<file path="src/rtl/ring_rr_arbiter.sv">
// Round-robin arbiter with a one-hot rotating priority token, registered one-hot grant,
// bounded grant hold and a mandatory idle turnaround cycle after every release.
module ring_rr_arbiter #(
  parameter int N        = 4,
  parameter int MAX_HOLD = 8,
  parameter int IDW      = $clog2(N)
) (
  input  logic           clk,
  input  logic           rst,
  input  logic [N-1:0]   req,
  output logic [N-1:0]   gnt,
  output logic [IDW-1:0] gnt_id,
  output logic           busy,
  output logic           timeout,
  output logic [N-1:0]   ptr
);

  localparam int HCW = (MAX_HOLD > 0) ? $clog2(MAX_HOLD + 1) : 1;
  localparam logic [N-1:0]   PTR_RST  = {1'b1, {(N-1){1'b0}}};
  localparam logic [N-1:0]   ONE_N    = {{(N-1){1'b0}}, 1'b1};
  localparam logic [HCW-1:0] HOLD_LIM = HCW'(MAX_HOLD);
  localparam logic [HCW-1:0] HOLD_SAT = {HCW{1'b1}};
  localparam logic [HCW-1:0] HOLD_ONE = {{(HCW-1){1'b0}}, 1'b1};

  typedef enum logic [0:0] {
    IDLE  = 1'b0,
    GRANT = 1'b1
  } state_t;

  function automatic logic [IDW-1:0] onehot_to_idx(input logic [N-1:0] v);
    logic [IDW-1:0] idx;
    idx = {IDW{1'b0}};
    for (int i = 0; i < N; i++) begin
      idx = idx | (v[i] ? IDW'(i) : {IDW{1'b0}});
    end
    return idx;
  endfunction

  function automatic logic is_onehot(input logic [N-1:0] v);
    logic seen;
    logic multi;
    seen  = 1'b0;
    multi = 1'b0;
    for (int i = 0; i < N; i++) begin
      multi = multi | (seen & v[i]);
      seen  = seen | v[i];
    end
    return seen & ~multi;
  endfunction

  // Walks the ring starting at position p and returns the first requester found.
  function automatic logic [IDW-1:0] pick_first(input logic [N-1:0] r, input logic [IDW-1:0] p);
    logic           found;
    logic           hit;
    logic [IDW-1:0] g;
    logic [IDW-1:0] k;
    found = 1'b0;
    g     = {IDW{1'b0}};
    for (int i = 0; i < N; i++) begin
      k     = IDW'((int'(p) + i) % N);
      hit   = ~found & r[k];
      g     = hit ? k : g;
      found = found | hit;
    end
    return g;
  endfunction

  function automatic logic [N-1:0] idx_to_onehot(input logic [IDW-1:0] idx);
    return ONE_N << idx;
  endfunction

  function automatic logic [N-1:0] rotl(input logic [N-1:0] v);
    return {v[N-2:0], v[N-1]};
  endfunction

  state_t         state_r, state_s;
  logic [N-1:0]   gnt_r, gnt_s;
  logic [IDW-1:0] gnt_id_r, gnt_id_s;
  logic           busy_r, busy_s;
  logic           timeout_r, timeout_s;
  logic [N-1:0]   ptr_r, ptr_s;
  logic [HCW-1:0] hold_cnt_r, hold_cnt_s;
  logic [N-1:0]   ptr_safe_s;
  logic [IDW-1:0] win_s;

  // A corrupted token falls back to the reset position instead of stalling arbitration.
  always_comb begin
    ptr_safe_s = is_onehot(ptr_r) ? ptr_r : PTR_RST;
    win_s      = pick_first(req, onehot_to_idx(ptr_safe_s));
  end

  // Next-state and next-output decision.
  always_comb begin
    state_s    = state_r;
    gnt_s      = gnt_r;
    gnt_id_s   = gnt_id_r;
    timeout_s  = 1'b0;
    ptr_s      = ptr_safe_s;
    hold_cnt_s = hold_cnt_r;
    case (state_r)
      IDLE: begin
        if (req != {N{1'b0}}) begin
          state_s    = GRANT;
          gnt_s      = idx_to_onehot(win_s);
          gnt_id_s   = win_s;
          ptr_s      = rotl(idx_to_onehot(win_s));
          hold_cnt_s = HOLD_ONE;
        end else begin
          state_s    = IDLE;
          gnt_s      = {N{1'b0}};
          gnt_id_s   = {IDW{1'b0}};
          hold_cnt_s = {HCW{1'b0}};
        end
      end
      GRANT: begin
        if (!req[gnt_id_r]) begin
          state_s    = IDLE;
          gnt_s      = {N{1'b0}};
          gnt_id_s   = {IDW{1'b0}};
          hold_cnt_s = {HCW{1'b0}};
        end else if ((MAX_HOLD != 0) && (hold_cnt_r == HOLD_LIM)) begin
          state_s    = IDLE;
          gnt_s      = {N{1'b0}};
          gnt_id_s   = {IDW{1'b0}};
          timeout_s  = 1'b1;
          hold_cnt_s = {HCW{1'b0}};
        end else if (hold_cnt_r != HOLD_SAT) begin
          hold_cnt_s = hold_cnt_r + HOLD_ONE;
        end else begin
          hold_cnt_s = hold_cnt_r;
        end
      end
      default: begin
        state_s    = IDLE;
        gnt_s      = {N{1'b0}};
        gnt_id_s   = {IDW{1'b0}};
        ptr_s      = PTR_RST;
        hold_cnt_s = {HCW{1'b0}};
      end
    endcase
    busy_s = |gnt_s;
  end

  // State and output registers with synchronous active-low reset.
  always_ff @(posedge clk) begin
    if (!rst) begin
      state_r    <= IDLE;
      gnt_r      <= {N{1'b0}};
      gnt_id_r   <= {IDW{1'b0}};
      busy_r     <= 1'b0;
      timeout_r  <= 1'b0;
      ptr_r      <= PTR_RST;
      hold_cnt_r <= {HCW{1'b0}};
    end else begin
      state_r    <= state_s;
      gnt_r      <= gnt_s;
      gnt_id_r   <= gnt_id_s;
      busy_r     <= busy_s;
      timeout_r  <= timeout_s;
      ptr_r      <= ptr_s;
      hold_cnt_r <= hold_cnt_s;
    end
  end

  assign gnt     = gnt_r;
  assign gnt_id  = gnt_id_r;
  assign busy    = busy_r;
  assign timeout = timeout_r;
  assign ptr     = ptr_r;

endmodule

</file>
<file path="config.mk">
export PLATFORM = sky130hd
export DESIGN_NAME = ring_rr_arbiter
export DESIGN_NICKNAME = d
export VERILOG_FILES = /design/src/rtl/ring_rr_arbiter.sv
export SDC_FILE = /design/constraint.sdc
export NUM_CORES = 1
export LEC_CHECK = 0
export CORE_MARGIN = 2
export CORE_UTILIZATION = 50
export CTS_BUF_LIST = sky130_fd_sc_hd__clkbuf_4 sky130_fd_sc_hd__clkbuf_8
export CTS_CLUSTER_SIZE = 24
export DETAILED_ROUTE_END_ITERATION = 16
export DONT_BUFFER_PORTS = 1
export PLACE_DENSITY = 0.69
export SETUP_SLACK_MARGIN = 0.1
export SYNTH_ARGS = -nofsm -noshare
export SYNTH_HDL_FRONTEND = slang
export SYNTH_SLANG_ARGS = --single-unit
export TNS_END_PERCENT = 20
</file>
<file path="constraint.sdc">
create_clock -name clk -period 4.5 [get_ports clk]
set_input_delay 0.9 -clock clk [delete_from_list [all_inputs] [get_ports clk]]
set_output_delay 0.9 -clock clk [all_outputs]
set_load 0.02 [all_outputs]
</file>
==> run summary <==
CTS Buf Count = 3
mapped cell area = 940 um^2
FF-to-FF Start = ptr[1]
postcts setup bufs = 0
RSZ-0062 raised after global routing = false
Critical Path End Type = flop
Worst-Margin Slew = 0.492 ns
max-cap viol count = 0
area leader, netlist = dfxtp_1
ANT cells = 0
later-pin clock latency in the skew report = 0.28 ns
top post-synthesis cells by count = dfxtp_1 (17), nand2_1 (8), a21boi_1 (6), a21oi_1 (6), inv_1 (6)
Clock Skew = 0.00179 ns
Final Wtd Congestion = 0.802
Final Slew Violations = 0
LEAKAGE = 0.370 nW
DRT Pass-1 Iters = 4
DR vias = 751
syn_nets = 109
Core Area = 1750 um^2
Iter 0 DRT Violations = 27
Pwr Density = 322 nW/um^2
height of the die = 47.4 um
FMAX = 507 MHz
register area share after synthesis = 0.362
I/O Pins = 18
Tcrit/Tclk final = 0.438
CP Class = flop to flop
DRT Wirelength = 1840 um
Setup Viol. Count Final = 0
crit path DAT = 2.21 ns
layout filler cell count = 172
Synth Area per Inst = 9.30 um^2
Post-synth EDFFs = 0
Synth Instances = 101
Crit-path slowest cell = dfxtp_1
Yosys warnings = 0
Largest stage delay, worst path = 0.63 ns
CTS resizes = 0
Area contributors post-synth = dfxtp_1 (36%), a21boi_1 (4.8%), a21oi_1 (3.2%)
via density per instance = 6.06
GRT Util Overall = 0.181
Buffers on Ports = 0
worst r2r path cells = 5
Hold WC Path Type = flop to flop
die area = 2240 um^2
outcome = finished, final reports clean
synth unique cells = 41
reg2reg end = gnt[1]
area grow syn2layout = 2.00%
DR WL/cell = 14.9 um
Reg clk slew, reported paths = 0.09 ns
DIE WIDTH = 47.4 um
CTS tree = built
fraction of registers with async set or reset after synthesis = 0
CP endpoint = gnt[1]
worst-path cell chain = or4b_4 > a21oi_2 > o221ai_1 > a211oi_2 > a31o_1
Clk Tree Root Cell = clkbuf_4
std cell rows = 15
worst vdd ir = 0.167 mV
Final Hold Viols = 0
first-pass GRT wire length = 2840 um
pin count of the biggest net entering global routing = 18
startpoint types = flop
share of cells above drive strength 1 = 0.152
clk sinks = 17
Seq cells post-synth = 17
Yosys top cell area share = 0.362
vias in the first global route = 673
Final #Nets = 108
CTS H-tree lvls = 1
CTS max path bufs = 2
total gr overflow = 0
Fin Hold WS = 0.548 ns
relative slew slack = 0.672
Setup TNS = 0 ns
Post-DRT Antenna Nets = 0
worst path required time = 4.74 ns
crit-path max FO = 10
most frequent cell after synthesis = dfxtp_1
Initial Utilization = 0.538
Tmin final = 1.97 ns
Post-synth top flop = dfxtp_1
DR DRC count = 0
Critical Path Source = ptr[1]
DP Wirelength = 1420 um
r2r setup slk = 2.53 ns
antenna violations before repair = 0
CTS Hold Buffers Added = 0
[state kept, by name (all words and copies together) (netlist names)]
name / flops
ptr: 4
busy: 1
state_r: 1
timeout: 1
gnt_id: 2
hold_cnt_r: 4
gnt: 4
[worst min path at each step]
stage                       start  endpoint  cells past startpoint
CTS                 hold_cnt_r[3]   timeout                      2
floorplan           hold_cnt_r[3]   timeout                      2
detailed placement  hold_cnt_r[3]   timeout                      2
finish              hold_cnt_r[3]   timeout                      2
global placement    hold_cnt_r[3]   timeout                      2
global route        hold_cnt_r[3]   timeout                      2
[kinds of logic after synthesis]
logic type / synth area share
XOR/XNOR: 0.0280
AND/OR/NAND/NOR: 0.193
buffers and inverters: 0.0666
multiplexers: 0.0346
flip-flops: 0.362
AO/OA/AOI/OAI: 0.289
adder cells (fa/ha/maj): 0.0266
[area by class of cell]
class / instances / area (um^2) / area share
Clock buffer: 3 / 22.5 / 0.0235
Clock inverter: 1 / 5.00 / 0.00522
Inverter: 6 / 22.5 / 0.0235
Multi-Input combinational cell: 72 / 537 / 0.560
Sequential cell: 17 / 340 / 0.355
Tap cell: 25 / 31.3 / 0.0326
[cell usage in the layout (no fill, tap or decap), types with 2 or more instances in the layout]
cell type / n
nor2b_1: 3
a21boi_1: 6
a211oi_2: 2
a21oi_1: 6
dfxtp_1: 17
ha_1: 2
o21a_1: 2
inv_1: 6
a31o_1: 2
xor2_1: 2
or4b_4: 2
a41o_1: 2
nor2_1: 4
nand2_1: 8
clkbuf_4: 3
nand3_1: 3
nand4_1: 3
o21ai_0: 4
[per-layer routing]
| metal | share of wire | GRT usage | vias to the layer above |
|---|---|---|---|
| met5 | 0 | 0 | - |
| li1 | - | - | 374 |
| met2 | 0.51 | 0.295 | 10 |
| met1 | 0.44 | 0.224 | 363 |
| met3 | 0.034 | 0.0269 | 4 |
| met4 | 0.015 | 0.106 | 0 |
[through the flow]
stage               power (W)  utilization  setup WS, ns  instances  cell area, um^2
finish               0.000309        0.549          2.53        124              958
global route         0.000328        0.549          2.45        124              958
CTS                  0.000313        0.549          2.50        124              958
detailed placement   0.000234        0.533          2.35        120              931
global placement     0.000233        0.533          2.36        120              931
floorplan            0.000228            -          2.24        101              940
[report_power, final]
part	total [W]	internal (W)	switching (W)	leakage, nW
sequential	0.000183	0.000160	0.0000223	0.140
clock	0.0000785	0.0000330	0.0000455	0.0177
combinational	0.0000475	0.0000223	0.0000252	0.213
total	0.000309	0.000216	0.0000930	0.370
[worst max-delay path: cells and delay by family, from the launching register on]
family          cells  cell delay [ns]
compound gates      4             0.76
flops               1             0.63
simple gates        1             0.53
(Power assumes the default switching activity.)
